--- src/rtl/muldiv_unit.sv ---
// muldiv_unit: 32-bit multiply/divide unit with HI/LO result registers.
// MULT/MULTU take two cycles. DIV/DIVU run a restoring divider, one quotient
// bit per cycle, followed by a sign-fixup cycle.
// Optional feature macro: MULDIV_DIV_EN. When it is defined, the divider is
// built. When it is undefined, DIV/DIVU complete as reserved ops.
module muldiv_unit (
    input  logic        clk,
    input  logic        rst_n,
    input  logic        start,
    input  logic [2:0]  op,
    input  logic [31:0] a,
    input  logic [31:0] b,
    input  logic        flush,
    output logic        busy,
    output logic        done,
    output logic [31:0] hi,
    output logic [31:0] lo
);
    typedef enum logic [1:0] {IDLE, MUL, DIV, FIX} state_t;

    localparam logic [2:0] OP_MULT  = 3'b000;
    localparam logic [2:0] OP_MULTU = 3'b001;
    localparam logic [2:0] OP_DIV   = 3'b010;
    localparam logic [2:0] OP_DIVU  = 3'b011;
    localparam logic [2:0] OP_MTHI  = 3'b100;
    localparam logic [2:0] OP_MTLO  = 3'b101;

    state_t             state_q, state_d;
    logic               busy_q, busy_d;
    logic               done_q, done_d;
    logic [31:0]        hi_q, hi_d;
    logic [31:0]        lo_q, lo_d;
    logic signed [63:0] prod_q, prod_d;
    logic signed [63:0] mul_a, mul_b;

`ifdef MULDIV_DIV_EN
    logic [4:0]  cnt_q, cnt_d;
    logic [31:0] rem_q, rem_d;
    logic [31:0] quo_q, quo_d;
    logic [31:0] dvs_q, dvs_d;
    logic        neg_q_q, neg_q_d;
    logic        neg_r_q, neg_r_d;
    logic [32:0] rem_sh, diff;
    logic        div_signed;

    function automatic logic [31:0] abs32(input logic [31:0] v);
        // 0x80000000 maps to itself, which is the correct unsigned magnitude.
        return v[31] ? (~v + 32'd1) : v;
    endfunction

    function automatic logic [31:0] fix_sign(input logic [31:0] v, input logic neg);
        return neg ? (~v + 32'd1) : v;
    endfunction
`endif

    // Next-state, datapath and registered-output computation
    always_comb begin
        state_d = state_q;
        busy_d  = busy_q;
        done_d  = 1'b0;
        hi_d    = hi_q;
        lo_d    = lo_q;
        prod_d  = prod_q;
        mul_a   = (op == OP_MULT) ? {{32{a[31]}}, a} : {32'b0, a};
        mul_b   = (op == OP_MULT) ? {{32{b[31]}}, b} : {32'b0, b};
`ifdef MULDIV_DIV_EN
        cnt_d      = cnt_q;
        rem_d      = rem_q;
        quo_d      = quo_q;
        dvs_d      = dvs_q;
        neg_q_d    = neg_q_q;
        neg_r_d    = neg_r_q;
        rem_sh     = {rem_q, quo_q[31]};
        diff       = rem_sh - {1'b0, dvs_q};
        div_signed = (op == OP_DIV);
`endif
        if (flush) begin
            // Flush aborts anything in flight; hi/lo are never touched.
            state_d = IDLE;
            busy_d  = 1'b0;
        end else begin
            case (state_q)
                IDLE: begin
                    if (start) begin
                        case (op)
                            OP_MULT, OP_MULTU: begin
                                prod_d  = mul_a * mul_b;
                                state_d = MUL;
                                busy_d  = 1'b1;
                            end
                            OP_MTHI: begin
                                hi_d   = a;
                                done_d = 1'b1;
                            end
                            OP_MTLO: begin
                                lo_d   = a;
                                done_d = 1'b1;
                            end
`ifdef MULDIV_DIV_EN
                            OP_DIV, OP_DIVU: begin
                                busy_d = 1'b1;
                                cnt_d  = 5'd0;
                                if (b == 32'd0) begin
                                    // Divide by zero goes straight to FIX,
                                    // which then writes hi=a, lo=all ones.
                                    rem_d   = a;
                                    quo_d   = 32'hFFFF_FFFF;
                                    neg_q_d = 1'b0;
                                    neg_r_d = 1'b0;
                                    state_d = FIX;
                                end else begin
                                    rem_d   = 32'd0;
                                    quo_d   = div_signed ? abs32(a) : a;
                                    dvs_d   = div_signed ? abs32(b) : b;
                                    neg_q_d = div_signed & (a[31] ^ b[31]);
                                    neg_r_d = div_signed & a[31];
                                    state_d = DIV;
                                end
                            end
`endif
                            default: done_d = 1'b1;
                        endcase
                    end
                end
                MUL: begin
                    hi_d    = prod_q[63:32];
                    lo_d    = prod_q[31:0];
                    done_d  = 1'b1;
                    busy_d  = 1'b0;
                    state_d = IDLE;
                end
`ifdef MULDIV_DIV_EN
                DIV: begin
                    // The dividend shifts out of quo while quotient bits
                    // shift in from the bottom.
                    if (!diff[32]) begin
                        rem_d = diff[31:0];
                        quo_d = {quo_q[30:0], 1'b1};
                    end else begin
                        rem_d = rem_sh[31:0];
                        quo_d = {quo_q[30:0], 1'b0};
                    end
                    cnt_d = cnt_q + 5'd1;
                    if (cnt_q == 5'd31) begin
                        cnt_d   = 5'd0;
                        state_d = FIX;
                    end
                end
                FIX: begin
                    hi_d    = fix_sign(rem_q, neg_r_q);
                    lo_d    = fix_sign(quo_q, neg_q_q);
                    done_d  = 1'b1;
                    busy_d  = 1'b0;
                    state_d = IDLE;
                end
`endif
                default: begin
                    busy_d  = 1'b0;
                    state_d = IDLE;
                end
            endcase
        end
    end

    // State register: reset clears control and the architectural hi/lo
    always_ff @(posedge clk) begin
        if (!rst_n) begin
            state_q <= IDLE;
            busy_q  <= 1'b0;
            done_q  <= 1'b0;
            hi_q    <= 32'd0;
            lo_q    <= 32'd0;
            prod_q  <= 64'sd0;
`ifdef MULDIV_DIV_EN
            cnt_q   <= 5'd0;
            rem_q   <= 32'd0;
            quo_q   <= 32'd0;
            dvs_q   <= 32'd0;
            neg_q_q <= 1'b0;
            neg_r_q <= 1'b0;
`endif
        end else begin
            state_q <= state_d;
            busy_q  <= busy_d;
            done_q  <= done_d;
            hi_q    <= hi_d;
            lo_q    <= lo_d;
            prod_q  <= prod_d;
`ifdef MULDIV_DIV_EN
            cnt_q   <= cnt_d;
            rem_q   <= rem_d;
            quo_q   <= quo_d;
            dvs_q   <= dvs_d;
            neg_q_q <= neg_q_d;
            neg_r_q <= neg_r_d;
`endif
        end
    end

    assign busy = busy_q;
    assign done = done_q;
    assign hi   = hi_q;
    assign lo   = lo_q;
endmodule

--- config.mk ---
export PLATFORM = sky130hd
export DESIGN_NAME = muldiv_unit
export DESIGN_NICKNAME = d
export VERILOG_FILES = /design/src/rtl/muldiv_unit.sv
export SDC_FILE = /design/constraint.sdc
export NUM_CORES = 2
export LEC_CHECK = 0
export ABC_AREA = 1
export CORE_MARGIN = 2
export CORE_UTILIZATION = 46
export CTS_CLUSTER_DIAMETER = 80
export DETAILED_ROUTE_END_ITERATION = 8
export GPL_ROUTABILITY_DRIVEN = 0
export PLACE_DENSITY_LB_ADDON = 0.2
export SYNTH_ARGS = -nofsm -noshare
export SYNTH_HDL_FRONTEND = slang
export SYNTH_SLANG_ARGS = --single-unit
--- constraint.sdc ---
create_clock -name clk -period 20.6 [get_ports clk]
set_input_delay 4.12 -clock clk [delete_from_list [all_inputs] [get_ports clk]]
set_output_delay 4.12 -clock clk [all_outputs]
set_load 0.005 [all_outputs]
=== After elaboration in Yosys (flattened, before gate mapping) ===
Cells that the tools add are included.

* $mul: 1
* Eq/ne operators: 6
* Muxes and demuxes: 11
* Bitwise gates (word level): 3
* Reductions and logical operators: 10

{| class="wikitable"
|+ Operators by type and width
! kind !! count
|-
| $mux W32 || 4
|-
| $mux W64 || 2
|-
| $pmux W32 S2 || 2
|-
| $mul A64 B64 Y64 || 1
|-
| $reduce_and A4 Y1 || 3
|-
| $eq A3 B3 Y1 const B || 2
|-
| $ne A2 B1 Y1 const B || 2
|-
| $reduce_or A2 Y1 || 2
|-
| $eq A3 B1 Y1 const B || 1
|-
| $logic_not A3 Y1 || 1
|-
| $not A1 Y1 || 3
|-
| $reduce_or A3 Y1 || 1
|-
| $logic_not A2 Y1 || 1
|-
| $mux W1 || 2
|-
| $ne A2 B2 Y1 const B || 1
|-
| $pmux W1 S2 || 1
|-
| $reduce_and A2 Y1 || 1
|-
| $reduce_bool A2 Y1 || 1
|}

* Flip-flop bits (word level): 130

=== Depth between registers and ports, before layout ===
* Depth in word-level cells: 5
* Depth in mapped cells: 44

=== Worst setup path before layout ===
OpenSTA, ideal clock, no wires.

* Kind: in2reg
* From: in op[0]
* To: reg prod_q[62]
* Setup time: 0.109 ns
* Data arrival time: 12.600 ns
* Data required time: 20.491 ns
* Path slack: 7.891 ns
* Stages on the path: 33
* Path through: inv_1 nand2_2 buf_1 buf_1 nor2_1 fa_1 inv_1 fa_1 inv_1 fa_1 fa_1 fa_1 inv_1 fa_1 inv_1 fa_1 inv_1 fa_1 inv_1 fa_1 inv_1 fa_1 inv_1 ha_1 inv_1 nor3_1 nand2_1 nor4_1 nand2_1 nand3_1 nand3_1 nand2_1 inv_1

* Word-level cells in the longest chain between the ends: 3
* Elaborated cells on any way between the ends: 7
* Those cells by class: mul: 1; eq/ne: 1; mux: 2; reduce/logical: 3

{| class="wikitable"
|+ RTL lines
! element !! RTL line !! text
|-
| start, declared || 10 || <nowiki>input logic [2:0] op,</nowiki>
|-
| $logic_not A3 Y1 or $eq A3 B1 Y1 (tied branches) || 64, 65, 85 ||
|-
| $mux W64 (tied with other cells) || 64 || <nowiki>mul_a = (op == OP_MULT) ? {{32{a[31]}}, a} : {32'b0, a};</nowiki>
|-
| $mul A64 B64 Y64 or $reduce_and A4 Y1 (tied branches) || -- ||
|-
| end signal, assigned || 188 || <nowiki>prod_q <= prod_d;</nowiki>
|-
| end, declared || 33 || <nowiki>logic signed [63:0] prod_q, prod_d;</nowiki>
|}

Parallel ways exist; a longest one is shown, timed or not.
A chain may end at the register's enable or synchronous reset.

=== Worst setup path after layout ===
* From: in op[0]
* To: reg prod_q[57]

The elaborated chain is that of the path after synthesis.

==> implementation parameters <==
Parameter                              Value

Yosys
  Synthesized area ... roughly 55000 µm²
  Post-synthesis sequential element count ... 130
  Synthesized net count ... ~8500
  Proportion of synthesized chip area in sequential cells ... ~4.8%
  Mapped Avg Cell Area ... 8.23 µm²
  Number of distinct standard cells referenced by the synthesized netlist ... 55
  Cells after synthesis ... 6653
  Yosys warning count ... 0

Hold path
  Hold Crit Depth ... 2
  Launch point of the worst hold path ... prod_q[0]$_SDFFE_PN0P_
  Hold Crit Endpoint ... prod_q[0]$_SDFFE_PN0P_
  Class of the tightest hold or removal check ... reg2reg

Worst setup path
  Critical Path Start Type ... primary input
  Cells on worst reg2reg path ... 7
  Critical path arrival ... between 10 and 15 ns
  Most frequent cell on the critical path ... fa_1
  Maximum single-stage delay on the critical path ... 0.95 ns
  Slowest CP cell ... fa_1
  Reg-to-reg setup timing slack ... roughly 17 ns
  Crit path required time ... 20.97 ns
  Crit Path Category ... in2reg
  Worst Setup End Kind ... register
  R2r endpoint ... hi[17]$_SDFFE_PN0P_
  Worst reg2reg path startpoint ... busy$_SDFFE_PP0P_
  Maximum fanout count along the critical path ... between 40 and 50

Routing
  Violation count after the first detailed-route iteration ... 3203
  Via density per instance ... between 5 and 6
  Residual antenna-violating net count after detailed routing ... 0
  Post-route DRC violation count ... 0
  Wire length per cell after detailed routing ... ~21 µm
  Routed via count ... 41773
  Final wirelength ... 172000 µm
  Drt first pass iters ... 6

Layout
  Diodes inserted ... 0
  Layout-stage area growth over the synthesis result ... 5.75%
  Filler instances ... 11449
  Final net count ... 8435
  Ratio of cells with drive above 1 in the final layout ... approximately 3.4%

Timing
  Final number of setup-violating endpoints ... 0
  Relative slew margins ... 21.8%
  Crit path time final ... roughly 14 ns
  Number of pins with negative max-slew slack in the final report ... 0
  Setup TNS ... 0 ns
  Transition time at the pin with the least slew margin ... about 1.2 ns
  Clock skew ... 0.00918 ns
  Unrepaired setup endpoints after global routing ... false
  Number of hold violations in the final report ... 0
  Achievable frequency ... 0.0719 GHz
  Fraction of the cycle the final worst path needs ... 67.5%

Floorplanning
  Number of placement rows ... 126
  Total core area ... 118000 µm²
  Chip height ... 349 µm
  Overall die area ... 122000 µm²
  Starting density of the core ... a little under half
  I/O pin total ... 137
  Horiz. Die Dim ... around 350 µm

Global routing
  Number of antenna violations at the first check in global routing ... 5
  Remaining global-route overflow ... 0
  Combined global-route utilization of all metal layers ... 29.5%
  Wire length of the first global-routing pass ... 271000 µm
  Vias in the first global route ... roughly 45000
  Maximum number of pins on one net before global-route repair ... 94

Clock network
  Setup bufs post-CTS ... 0
  CTS hold repair buffers ... 0
  Num Clock Sinks ... 130
  Clock transition at path regs ... around 0.070 ns
  Skew-Pair Late Insertion Delay ... 0.43 ns
  Maximum clock path buffer count ... 2
  Total number of H-tree levels ... 4
  Cts bufs inserted ... 17
  Clock root buffer ... clkbuf_16
  Clock tree from TritonCTS ... built
  CTS resizes ... 0

Run status
  Result of the run ... complete, no violations

Placed design
  Half-perimeter wire length of the detailed placement result ... 141000 µm
  # port buffers ... 136

Flow run
  Count of maximum capacitance violations ... 0
state kept, by name, indices dropped and copies added (netlist names):
register and flops:
prod_q 64, hi 32, lo 32, busy 1, done 1
final cells by class:
class	instances	area (µm²)	area share [%]
clock buffer	17	425	0.734
sequential	130	2600	4.49
multi-input combinational	4039	42800	73.9
inverter	2193	8230	14.2
tap	1536	1920	3.32
clock inverter	15	171	0.296
timing repair buffer	212	1740	3.01
how the worst max path moves through the flow:
| stage | from | end | depth (start not counted) |
|---|---|---|---|
| 3_5_place_dp | op[0] | prod_q[57]$_SDFFE_PN0P_ | 32 |
| 5_1_grt | op[0] | prod_q[57]$_SDFFE_PN0P_ | 32 |
| 2_1_floorplan | op[0] | prod_q[62]$_SDFFE_PN0P_ | 33 |
| 3_3_place_gp | op[0] | prod_q[57]$_SDFFE_PN0P_ | 32 |
| 4_1_cts | op[0] | prod_q[57]$_SDFFE_PN0P_ | 32 |
| 6_report | op[0] | prod_q[57]$_SDFFE_PN0P_ | 32 |
cell usage in the layout (no fill, tap or decap), types with 76 or more instances in the layout:
master | Yosys | final
a21oi_1 | 76 | 76
a31oi_1 | 76 | 76
buf_4 | 0 | 76
clkdlybuf4s50_1 | 0 | 98
dfxtp_1 | 130 | 129
fa_1 | 1421 | 1421
ha_1 | 350 | 350
inv_1 | 2176 | 2176
nand2_1 | 1406 | 1406
nor2_1 | 259 | 259
o21ai_0 | 154 | 154
Yosys cell counts (all sizes together):
master | count | area, µm²
nand4 | 18 | 119
dlygate4sd3 | 1 | 10.0
o21a | 5 | 37.5
o31ai | 2 | 15.0
xnor2 | 24 | 210
a31o | 2 | 17.5
buf | 16 | 73.8
ha | 350 | 4380
a21oi | 86 | 468
a31oi | 77 | 488
and2 | 1 | 6.26
nor3 | 12 | 70.1
xor2 | 30 | 263
a21o | 18 | 139
o21ai | 168 | 845
o211ai | 17 | 128
a211oi | 3 | 22.5
inv | 2191 | 8220
clkinv | 2 | 7.51
nor4 | 6 | 73.8
or2 | 14 | 87.6
dfxtp | 130 | 2600
a21boi | 4 | 48.8
fa | 1421 | 28400
clkbuf | 274 | 1040
nand3 | 76 | 410
o21bai | 8 | 67.6
a221oi | 5 | 43.8
nor2 | 267 | 1030
nand2 | 1417 | 5350
o2111ai | 1 | 8.76
nand3b | 5 | 37.5
o221ai | 2 | 17.5
routing by layer:
metal | share of wire (%) | track usage, % | vias up
li1 | - | - | 18448
met1 | 39 | 37.7 | 21369
met2 | 48 | 50.4 | 1596
met3 | 6.7 | 3.34 | 360
met4 | 5.6 | 13.5 | 0
met5 | 0 | 0 | -
logic make-up (layout without fill, tap and decap cells):
family                     count (synthesis)  in the layout  synth area share (%)
xor gates and xnor gates                  54             54                 0.863
adders and majority gates               1771           1771                  59.9
buffers and inverters                   2484           2437                  17.1
AOI/OAI and AO/OA                        398            398                  4.28
DFF                                      130            130                  4.75
and+or+nand+nor                         1816           1816                  13.1
per-stage QoR:
| stage | util [%] | hold WS, ns | cells | setup slack (ns) | cell area, µm² |
|---|---|---|---|---|---|
| final | 49.1 | 0.471 | 8142 | 6.69 | 57900 |
| after detailed placement | 48.6 | 0.458 | 8110 | 6.32 | 57300 |
| after CTS | 49.1 | 0.468 | 8142 | 6.75 | 57900 |
| after global routing | 49.1 | 0.504 | 8142 | 6.27 | 57900 |
| after global placement | 48.6 | 0.456 | 8110 | 6.45 | 57300 |
| after floorplan | - | 0.445 | 6653 | 7.89 | 54800 |
critical path, delay by kind of cell:
kind            cells  cell delay, ns
simple gates        5            0.79
compound gates      5            1.17
fa+ha+maj          11            6.20
buf+inv            11            1.93
Power is left out: the tool's default activity adds up to more than one toggle a clock period on the data nets, which glitch-free logic cannot reach.
